===== config.mk =====
export PLATFORM = sky130hd
export DESIGN_NAME = ex_branch_redirect
export DESIGN_NICKNAME = d
export VERILOG_FILES = /design/src/rtl/ex_branch_redirect.sv
export SDC_FILE = /design/constraint.sdc
export NUM_CORES = 1
export LEC_CHECK = 0
export CORE_UTILIZATION = 37
export CTS_CLUSTER_SIZE = 20
export DETAILED_ROUTE_END_ITERATION = 10
export GPL_TIMING_DRIVEN = 0
export HOLD_SLACK_MARGIN = 0.15
export PLACE_DENSITY = 0.77
export SLEW_MARGIN = 20
export SYNTH_ARGS = -nofsm -noshare
export SYNTH_HDL_FRONTEND = slang
export SYNTH_SLANG_ARGS = --single-unit

===== constraint.sdc =====
create_clock -name iCLOCK -period 1.6 [get_ports iCLOCK]
set_input_delay 0.32 -clock iCLOCK [delete_from_list [all_inputs] [get_ports iCLOCK]]
set_output_delay 0.32 -clock iCLOCK [all_outputs]
set_load 0.05 [all_outputs]

===== src/rtl/ex_branch_redirect.sv =====
// Branch port 0 redirect sequencer: captures one redirect event, waits for its tag to
// retire, pulses the pipeline restart, then hands the target to fetch.
module ex_branch_redirect #(
    parameter int P_SWI_VECT_SHIFT = 2,
    parameter int P_FLUSH_CYCLES   = 2
) (
    input  logic        iCLOCK,
    input  logic        iRESET,
    input  logic        iJUMP_ACTIVE,
    input  logic [31:0] iJUMP_ADDR,
    input  logic        iSWI_ACTIVE,
    input  logic [10:0] iSWI_NUMBER,
    input  logic        iINTR_ACTIVE,
    input  logic [31:0] iINTR_ADDR,
    input  logic        iIDTS_ACTIVE,
    input  logic [31:0] iIDTS_R_ADDR,
    input  logic [5:0]  iIDTR_COMMIT_TAG,
    input  logic [31:0] iSWI_VECTOR_BASE,
    input  logic        iCOMMIT_VALID,
    input  logic [5:0]  iCOMMIT_TAG,
    input  logic        iEXCEPT_FLUSH,
    output logic        oFREE_RESTART,
    output logic        oFETCH_REDIRECT_VALID,
    output logic [31:0] oFETCH_REDIRECT_ADDR,
    input  logic        iFETCH_REDIRECT_READY,
    output logic        oBUSY
);

    typedef enum logic [1:0] {IDLE, WAIT_COMMIT, FLUSH, REDIRECT} stateT;

    localparam logic [3:0] FLUSH_LAST = 4'(P_FLUSH_CYCLES - 1);

    stateT       state, stateNext;
    logic [5:0]  latTag, latTagNext;
    logic [31:0] latAddr, latAddrNext;
    logic [3:0]  flushCnt, flushCntNext;

    logic        anyEvent;
    logic [31:0] swiTarget;
    logic [31:0] evTarget;

    assign anyEvent  = iJUMP_ACTIVE | iSWI_ACTIVE | iINTR_ACTIVE | iIDTS_ACTIVE;
    // Vector offset wraps modulo 2^32 together with the base.
    assign swiTarget = iSWI_VECTOR_BASE + ({21'b0, iSWI_NUMBER} << P_SWI_VECT_SHIFT);

    always_comb begin
        evTarget = iJUMP_ADDR;
        if (iINTR_ACTIVE)      evTarget = iINTR_ADDR;
        else if (iIDTS_ACTIVE) evTarget = iIDTS_R_ADDR;
        else if (iSWI_ACTIVE)  evTarget = swiTarget;
    end

    always_comb begin
        stateNext    = state;
        latTagNext   = latTag;
        latAddrNext  = latAddr;
        flushCntNext = flushCnt;
        unique case (state)
            IDLE: begin
                if (anyEvent && !iEXCEPT_FLUSH) begin
                    latTagNext   = iIDTR_COMMIT_TAG;
                    latAddrNext  = evTarget;
                    flushCntNext = '0;
                    stateNext    = (iCOMMIT_VALID && iCOMMIT_TAG == iIDTR_COMMIT_TAG)
                                   ? FLUSH : WAIT_COMMIT;
                end
            end
            WAIT_COMMIT: begin
                if (iEXCEPT_FLUSH) begin
                    stateNext = IDLE;
                end else if (iCOMMIT_VALID && iCOMMIT_TAG == latTag) begin
                    flushCntNext = '0;
                    stateNext    = FLUSH;
                end
            end
            FLUSH: begin
                if (iEXCEPT_FLUSH) begin
                    flushCntNext = '0;
                    stateNext    = IDLE;
                end else if (flushCnt == FLUSH_LAST) begin
                    flushCntNext = '0;
                    stateNext    = REDIRECT;
                end else begin
                    flushCntNext = flushCnt + 4'd1;
                end
            end
            REDIRECT: begin
                // The exception flush cannot cancel a redirect already offered to fetch.
                if (iFETCH_REDIRECT_READY) stateNext = IDLE;
            end
            default: stateNext = IDLE;
        endcase
    end

    always_ff @(posedge iCLOCK or posedge iRESET) begin
        if (iRESET) begin
            state    <= IDLE;
            latTag   <= '0;
            latAddr  <= '0;
            flushCnt <= '0;
        end else begin
            state    <= stateNext;
            latTag   <= latTagNext;
            latAddr  <= latAddrNext;
            flushCnt <= flushCntNext;
        end
    end

    assign oFREE_RESTART         = (state == FLUSH);
    assign oFETCH_REDIRECT_VALID = (state == REDIRECT);
    assign oFETCH_REDIRECT_ADDR  = (state == REDIRECT) ? latAddr : 32'h0;
    assign oBUSY                 = (state != IDLE);

endmodule


==> results of run 1 <==
==> path summary, 6_finish.rpt <==
check / end / slack, ns / cells after the start
max in group asynchronous: latAddr[1] / 0.82 / 3
worst max register to register: state[1] / -0.38 / 8
worst max-delay path: latAddr[25] / -0.61 / 12
worst min-delay path: flushCnt[2] / 0.28 / 2
worst min register to register: flushCnt[3] / 0.50 / 1
min in group iCLOCK: latAddr[14] / 0.45 / 3
==> per-stage QoR <==
stage / cells / area, sq um / setup slack, ns / utilization, % / hold slack, ns
2_1_floorplan: 497 / 4070 / -0.566 / - / 0.425
3_3_place_gp: 825 / 6160 / -1.32 / 60.2 / 0.457
3_5_place_dp: 826 / 6180 / -1.39 / 60.4 / 0.472
4_1_cts: 864 / 7220 / -0.617 / 70.6 / 0.294
5_1_grt: 879 / 7730 / -0.706 / 75.6 / 0.307
6_report: 879 / 7730 / -0.606 / 75.6 / 0.283
==> metal layers <==
metal	part of all wire, %	up-vias	wire [microns]	GRT usage [%]
li1	-	2295	-	-
met1	38	2455	7010	36.1
met2	53	265	9710	55.4
met3	6.5	48	1200	4.70
met4	3.1	0	570	13.0
met5	0	-	0	0
==> synthesized netlist by cell type (11+ instances only) <==
master,count,area (sq um)
o22ai_1,14,87.6
a21oi_1,41,205
inv_1,11,41.3
dfrtp_1,44,1100
ha_1,13,163
nor2_1,42,158
xor2_1,19,166
xnor2_1,18,158
o21ai_0,27,135
clkbuf_1,26,97.6
nand2_1,59,221
and3_1,37,231
==> power by group <==
part	internal (mW)	switching, mW	total, mW
Clock	0.464	0.417	0.882
Sequential	1.61	0.390	2.00
Combinational	3.45	3.51	6.96
==> flip-flops by register name, summed over array words and instances, names as in the netlist <==
name	flops
state	2
flushCnt	4
latTag	6
latAddr	32
==> area by class of cell <==
| class | count | area (sq um) | share of cell area, % |
|---|---|---|---|
| clock buffer | 6 | 72.6 | 0.939 |
| multi-input combinational | 406 | 3420 | 44.2 |
| inverter | 11 | 41.3 | 0.534 |
| tap | 136 | 170 | 2.20 |
| buffer | 32 | 308 | 3.98 |
| timing repair buffer | 242 | 2580 | 33.4 |
| clock inverter | 2 | 35.0 | 0.453 |
| sequential | 44 | 1100 | 14.2 |
==> cells by family after synthesis <==
family | count (synthesis) | synth area share [%]
adders and majority gates | 14 | 4.70
buffers and inverters | 47 | 5.12
muxes | 8 | 2.06
AOI/OAI and AO/OA | 149 | 25.2
DFF | 44 | 28.4
xor gates and xnor gates | 38 | 8.76
and+or+nand+nor | 197 | 25.8
==> what timing repair did <==
| item | in CTS | in global routing |
|---|---|---|
| buffers inserted | 30 | 15 |
| pin swaps | 60 | 68 |
| gates cloned | 2 | 4 |
| setup endpoints to repair | 79 | 78 |
| resized for setup | 447 | 102 |
==> critical path, cell delays in order <==
cell       delay [ns]
buf_6            0.08
ha_4             0.14
buf_4            0.10
buf_4            0.09
a21o_1           0.14
nand4_1          0.19
a2111oi_4        0.51
or3_1            0.19
buf_6            0.16
nand4_1          0.14
xor2_2           0.20
o22ai_1          0.18
==> results.cfg, run 1 <==
[grt]
grt.overflow.total = 0
grt_pass1_vias = 5114
grt_util_all_layers_pct = 30.8
grt_antenna_before_repair = 0
grt_max_degree = 33
grt_pass1_wl_microns = 26400

[timing]
final-setup-viol-count = 79
finalMaxSlewViolations = 0
max_freq_mhz = 453
hold_viol_final = 0
period_share_pct = 138
setup_slack_ns = -0.606
timing.final.crit_period_ns = 2.21
tightest_slew_ns = 0.700
rsz0062_at_grt = true
setup_tns_ns = -25.16
maxSlewHeadroom_pct = 53.0
clock_skew_ns = 0.00675

[worst_setup_path]
critical_path.max_fanout = 8
crit_required_ns = 1.83
critical_path_arrival_ns = 2.43
cp-startpoint = iSWI_NUMBER[0]
rr_startpoint = state[0]
crit_path_end_kind = register
worst-setup-path-type = in -> reg
setup.worst_path.start_class = input pin

[detailed_routing]
ant_nets = 0
vias = 5063
drtIter0Drc = 377
routed_wirelength_microns = 18500
via_per_inst = 5.76
drcViolationCount = 0
wl_per_cell_microns = 21.0
drt-pass1-iter-count = 6

[cells_and_area]
fillerInstances = 696
syn2layout_area_growth_pct = 99.1
antenna_cells = 0
final_layout_size_suffix_gt1_share_pct = 35.5
layout_commonest_cell = clkdlybuf4s50_1
nets = 916
final_cell_mix = clkdlybuf4s50_1 (124), dfrtp_1 (44), buf_8 (41), nor2_1 (41), nand2_1 (41)

[cts]
cts_tree = done
clk_pin_slew_worst_paths_ns = 0.09
cts_buffers = 5
ctsLongestPathBuffers = 2
clock_latency_ns = 0.31
ctsHoldBuffers = 0
root_buffer = clkbuf_8
numClockSinks = 44
h-tree-depth = 2

[logic_synthesis]
avgSynthCellArea_sq_um = 7.81
synth.distinct_cells = 58
yosys_warnings = 0
syn_area_sq_um = 3880
synth_edf_count = 0
synthCells = 497
synth_seq_cells = 44
synth_flop_cell = dfrtp_1
synthArstFlopShare_pct = 100
ys_seq_area_share_pct = 28.4
synth_nets = 671

[pwr]
power.leakage_nw = 3.17
power_density_nw_per_um2 = 1270
ir_drop_v = 0.00126
power_mw = 9.84

[placed_design]
portBuffers = 192
globalplace.congestion = 0.892
dp_hpwl_microns = 12400

[floorplanning]
core_area_sq_um = 10200
dieArea_sq_um = 10900
start_util_pct = 38.0
die-width_microns = 104
fp.dieH_microns = 104
io_pins = 195
rows = 37

[outcome]
violations = setup timing
outcome = finished with violations

[run]
drv_cap = 0

[min_path]
hold_class = in -> async
Power figures use the tool's default switching activity.
==> inputs of run 2 (changes only) <==
--- a/config.mk
+++ b/config.mk
@@ -5,12 +5,12 @@
 export SDC_FILE = /design/constraint.sdc
 export NUM_CORES = 1
 export LEC_CHECK = 0
-export CORE_UTILIZATION = 37
+export CORE_UTILIZATION = 41
 export CTS_CLUSTER_SIZE = 20
 export DETAILED_ROUTE_END_ITERATION = 10
 export GPL_TIMING_DRIVEN = 0
 export HOLD_SLACK_MARGIN = 0.15
-export PLACE_DENSITY = 0.77
+export PLACE_DENSITY = 0.81
 export SLEW_MARGIN = 20
 export SYNTH_ARGS = -nofsm -noshare
 export SYNTH_HDL_FRONTEND = slang
==> constraint.sdc (replaced) <==
create_clock -name iCLOCK -period 2.1 [get_ports iCLOCK]
set_input_delay 0.42 -clock iCLOCK [delete_from_list [all_inputs] [get_ports iCLOCK]]
set_output_delay 0.42 -clock iCLOCK [all_outputs]
set_load 0.05 [all_outputs]
==> run 2 against run 1 <==
Against the previous run: the flow still finishes with violations (setup timing); cell area decreased by 15%; highest routed layer unchanged; core utilization is 4.2 points lower; total power decreased by 43%; critical endpoint is now latAddr[28]; sequential power decreased by 27%; first-iteration DRC count up 12%; via count down 1.5%; register-to-register slack gained 0.53 ns; worst hold slack improved by 0.11 ns; largest power group unchanged.
==> results.cfg, run 2 (synthesis gave the netlist of run 1 again) <==
[pwr]
power_density_nw_per_um2 = 855
power_mw = 5.61
power.leakage_nw = 2.83
ir_drop_v = 0.000477

[cts]
root_buffer = clkbuf_8
ctsLongestPathBuffers = 2
cts_buffers = 5
h-tree-depth = 2
ctsHoldBuffers = 0
clock_latency_ns = 0.31
cts_tree = done
numClockSinks = 44
clk_pin_slew_worst_paths_ns = 0.10

[cells_and_area]
fin_util_pct = 71.4
nets = 891
layout_commonest_cell = clkdlybuf4s50_1
reg.largest.list = latAddr: 32 flops, latTag: 6 flops, flushCnt: 4 flops
syn2layout_area_growth_pct = 69.0
multi_input_area_sq_um = 3030
fillerInstances = 730
final_cell_mix = clkdlybuf4s50_1 (130), nand2_1 (57), dfrtp_1 (43), nor2_1 (41), a21oi_1 (39)
final_layout_size_suffix_gt1_share_pct = 23.1
largest_register_ffs = 32
top_register = latAddr
seq_area_sq_um = 1100

[worst_setup_path]
reg2reg_depth = 6
crit_required_ns = 2.28
cp-startpoint = iSWI_VECTOR_BASE[2]
rr_startpoint = state[0]
crit_path_end_kind = register
rr_endpoint = latAddr[11]
critical_path_arrival_ns = 2.39
worst-setup-path-type = in -> reg
rrSetupSlack_ns = 0.15
critical_path.max_fanout = 4
setup.worst_path.start_class = input pin

[timing]
tightest_slew_ns = 0.617
hold_viol_final = 0
finalMaxSlewViolations = 0
rsz0062_at_grt = true
timing.final.crit_period_ns = 2.21
maxSlewHeadroom_pct = 58.9
setup_slack_ns = -0.113
final-setup-viol-count = 11
clock_skew_ns = 0.0129
setup_tns_ns = -0.558
max_freq_mhz = 452
period_share_pct = 105

[detailed_routing]
wl_per_cell_microns = 20.1
drt-pass1-iter-count = 5
vias = 4988
drcViolationCount = 0
drtIter0Drc = 424
ant_nets = 0
routed_wirelength_microns = 16700
via_per_inst = 6.01

[grt]
grt_pass1_wl_microns = 25100
grt_antenna_before_repair = 1
grt_pass1_vias = 4906
grt_util_all_layers_pct = 32.5
grt.overflow.total = 0
grt_max_degree = 30

[placed_design]
pre_cts_ws_ns = -0.895
globalplace.congestion = 0.928
dp_hpwl_microns = 12300
portBuffers = 192

[outcome]
outcome = finished with violations
violations = setup timing

[floorplanning]
die-width_microns = 99.3
rows = 35
dieArea_sq_um = 9870
io_pins = 195
start_util_pct = 42.2
fp.dieH_microns = 99.3
core_area_sq_um = 9200

[run]
drv_cap = 0

[min_path]
hold_class = in -> async
-- run 2: cell count changes in the layout (fill, tap and decap cells not counted), moves of 10 or more --
| cell | delta |
|---|---|
| o21ai_0 | +10 |
| buf_2 | +21 |
| and3_4 | -31 |
| nand2_2 | -10 |
| clkbuf_4 | +10 |
| buf_6 | -14 |
| nand2_1 | +16 |
| buf_8 | -41 |
| and3_1 | +31 |
-- run 2: worst max-delay path by stage --
stage / endpoint / slack (ns) / cells past startpoint
floorplan: latAddr[24] / -0.17 / 9
global placement: latAddr[18] / -0.90 / 10
detailed placement: latAddr[28] / -0.90 / 10
CTS: latAddr[24] / -0.14 / 10
global route: latAddr[28] / -0.16 / 10
finish: latAddr[28] / -0.11 / 10
-- run 2: layer usage --
metal,vias up,global-route usage [%],share of wire (%)
met5,-,0,0
met4,0,11.1,4.2
met3,59,5.27,8.6
met2,306,59.2,50
met1,2380,38.6,37
li1,2243,-,-
-- run 2: metrics by stage --
stage | instance area (sq um) | hold WS (ns) | instances
5_1_grt | 6570 | 0.441 | 830
3_3_place_gp | 5990 | 0.459 | 800
6_report | 6570 | 0.392 | 830
3_5_place_dp | 6010 | 0.467 | 801
4_1_cts | 6370 | 0.407 | 824
2_1_floorplan | 3930 | 0.442 | 497
-- run 2: worst max-delay path: stages --
cell and delay, ns:
buf_6 0.10, ha_4 0.15, fa_2 0.34, a21o_1 0.21, a221oi_4 0.26, o21ai_2 0.13
a22oi_2 0.29, nor3_2 0.08, xnor2_1 0.27, o22ai_1 0.13
-- run 2: where the power goes --
| group | internal (mW) | switching (mW) | total (mW) |
|---|---|---|---|
| Clock | 0.354 | 0.318 | 0.672 |
| Sequential | 1.23 | 0.228 | 1.46 |
| Combinational | 1.30 | 2.18 | 3.48 |
| Total | 2.88 | 2.73 | 5.61 |
-- run 2: timing repair --
action	CTS	global route
setup endpoints to repair	66	78
buffers inserted	16	9
pin swaps	46	43
gates resized for setup	269	64
-- run 2: cell type report --
cell class | instances | area share, %
Antenna cell | 1 | 0.0381
Buffer | 32 | 2.63
Clock buffer | 6 | 1.11
Clock inverter | 2 | 0.534
Inverter | 11 | 0.629
Multi-Input combinational cell | 406 | 46.2
Sequential cell | 44 | 16.8
Tap cell | 111 | 2.12
Timing Repair Buffer | 217 | 30.0
==> RTL change, RTL diff (config.mk and constraints of run 2) <==
The 4 states of `stateT` get a one-hot encoding in 4 bits.
--- a/src/rtl/ex_branch_redirect.sv
+++ b/src/rtl/ex_branch_redirect.sv
@@ -26,7 +26,7 @@
     output logic        oBUSY
 );
 
-    typedef enum logic [1:0] {IDLE, WAIT_COMMIT, FLUSH, REDIRECT} stateT;
+    typedef enum logic [3:0] {IDLE = 4'b0001, WAIT_COMMIT = 4'b0010, FLUSH = 4'b0100, REDIRECT = 4'b1000} stateT;
 
     localparam logic [3:0] FLUSH_LAST = 4'(P_FLUSH_CYCLES - 1);
 
Formal check against the unedited RTL: same outputs for any inputs over 10 cycles, from zero or initial values and one cycle with iRESET high; not proved beyond that.
==> RTL change against run 2 <==
The flow still finishes with violations (negative setup slack). Via count increased by 23%. Total power grew 1.1%. Synthesized area increased by 9.4%. Non-clock buffer count is 48 higher. Synthesized cell count increased by 12%. Worst setup slack lost 140 ps. Global-route usage is 5.2 points higher. Final area grew 25%. Core utilization is 11 points higher. Wire length increased by 36%. Sequential cell count is 2 higher. Largest cell class unchanged.
==> RTL change: results (changes against run 2) <==
stage;metric;value;unit;change
layout;top_regs;latAddr: 32 flops, latTag: 6 flops;;was latAddr: 32 flops, latTag: 6 flops, flushCnt: 4 flops
sta;tightest_slew;795;ps;was 617 ps
detailed_routing;dr.pass1.iters;5;;unchanged
grt;antenna_found_initial;0;;was 1
layout;layout.nets;1000;;was 891
setup_path;crit_slowest_cell;dfstp_2;;was fa_2
detailed_routing;routed_wl;22600;µm;was 16700 µm
synthesis;synth-seq-area-share;27.1;%;was 28.4%
grt;grt_pass1_vias;6054;;was 4906
layout;n_antenna_cell;0;;was 1
detailed_routing;drtIter0Drc;680;;was 424
status;status;finished, violations left;;unchanged
pwr;power.leakage;3.35;nW;was 2.83 nW
pwr;ir_drop;0.000489;V;was 0.000477 V
detailed_routing;detail_route.vias_per_cell;6.39;;was 6.01
sta;setup_viol;64;;was 11
placed_design;pre_cts_slack;-1060;ps;was -895 ps
clock_network;cts_buffers;5;;unchanged
synthesis;yosys-top-cells-area;dfrtp_1 27%, nand2_1 5.9%, and2_1 5.0%, a21oi_1 4.4%, nor2_1 4.3%;;was dfrtp_1 28%, and3_1 6.0%, nand2_1 5.7%, a21oi_1 5.3%, xor2_1 4.3%
setup_path;worst-path-max-fanout;8;;was 4
clock_network;cts-root-buf;clkbuf_8;;unchanged
synthesis;synthDistinctLibCells;64;;was 58
grt;grt_max_degree;25;;was 30
setup_path;cp.arrival;2610;ps;was 2390 ps
status;violations;negative setup slack;;unchanged
placed_design;dpl.hpwl;13700;µm;was 12300 µm
synthesis;synth_commonest_cells;67 x nand2_1, 49 x nor2_1, 45 x dfrtp_1, 37 x a21oi_1, 36 x o21ai_0;;was 59 x nand2_1, 44 x dfrtp_1, 42 x nor2_1, 41 x a21oi_1, 37 x and3_1
placed_design;gp_congestion;0.925;;was 0.928
sta;fin_worst_skew;12.5;ps;was 12.9 ps
layout;drive_gt1_share;35.2;%;was 23.1%
clock_network;htree_levels;2;;unchanged
grt;grt_pass1_wl;32100;µm;was 25100 µm
placed_design;io_buffers;193;;was 192
placed_design;placed_cell_area;6540;µm²;was 6010 µm²
setup_path;critPathMaxStageDelay;560;ps;was 340 ps
layout;fillers;548;;was 730
sta;setup_slack;-253;ps;was -113 ps
synthesis;syn-num-nets;733;;was 671
grt;grtUsageTotal;37.7;%;was 32.5%
-- RTL change: changes by cell type after synthesis, moves of 8 or more --
cell / before / now
and3_1: 37 / 8
and2_1: 2 / 34
nand3_1: 8 / 17
o21ai_0: 27 / 36
xor2_1: 19 / 8
nand2_1: 59 / 67
-- RTL change: kinds of logic after synthesis --
logic type | after synthesis | share of synthesized area [%]
buffers and inverters | 47 | 4.80
and+or+nand+nor | 249 | 30.0
DFF | 46 | 27.1
adders and majority gates | 14 | 4.30
muxes | 5 | 1.18
AOI/OAI and AO/OA | 170 | 26.8
xor gates and xnor gates | 28 | 5.77
-- RTL change: area by class of cell --
| cell class | instances | area, µm² | area share, % |
|---|---|---|---|
| clock buffers | 5 | 68.8 | 0.840 |
| repair buffers | 268 | 2810 | 34.3 |
| plain buffers | 29 | 259 | 3.16 |
| clock inverters | 3 | 45.0 | 0.550 |
| well taps | 133 | 166 | 2.03 |
| inverters | 9 | 38.8 | 0.473 |
| flip-flops and latches | 46 | 1150 | 14.1 |
| multi-input cells | 467 | 3650 | 44.6 |
-- RTL change: worst max-delay path, delay by kind of cell (launching register included) --
family | cells | cell delay (ps)
simple gates | 3 | 1400
compound gates | 2 | 330
flops | 1 | 560
-- RTL change: final timing paths --
path / startpoint / to / slack [ps] / cells after the start
setup / recovery: state[0] / latAddr[13] / -250 / 5
hold / removal: iRESET / latAddr[8] / 470 / 2
setup reg to reg: state[0] / latAddr[13] / -250 / 5
hold reg to reg: latAddr[20] / latAddr[20] / 500 / 1
max in group asynchronous: iRESET / latAddr[22] / 1090 / 3
min in group iCLOCK: latAddr[20] / latAddr[20] / 500 / 1
-- RTL change: timing repair --
action / CTS / global route
setup endpoints to repair: 75 / 76
hold endpoints to repair: 0 / 0
pin swaps: 71 / 55
resized for setup: 461 / 148
hold buffers: 0 / 0
cloned: 5 / 3
buffers inserted: 44 / 25
-- RTL change: through the flow --
stage               cells  TNS [ps]  hold WS [ps]  utilization [%]
floorplan             559     -5370           441                -
global placement      885    -75150           457             65.8
detailed placement    886    -56600           463             66.0
CTS                   940     -8650           487             76.9
global route          960     -7810           488             82.7
finish                960     -6000           472             82.7
-- RTL change: routing by layer --
layer  share of wire, %  vias to the layer above  track usage [%]
met4                7.0                        0             20.2
li1                   -                     2618                -
met2                 48                      505             64.2
met3                 10                      156             9.00
met5                  0                        -                0
met1                 35                     2858             43.5
-- RTL change: report_power, final --
| part | leakage [nW] | internal (W) | switching (W) |
|---|---|---|---|
| sequential | 0.565 | 0.00128 | 0.000291 |
| clock | 0.0504 | 0.000355 | 0.000361 |
| combinational | 2.74 | 0.00168 | 0.00171 |
| total | 3.35 | 0.00331 | 0.00236 |
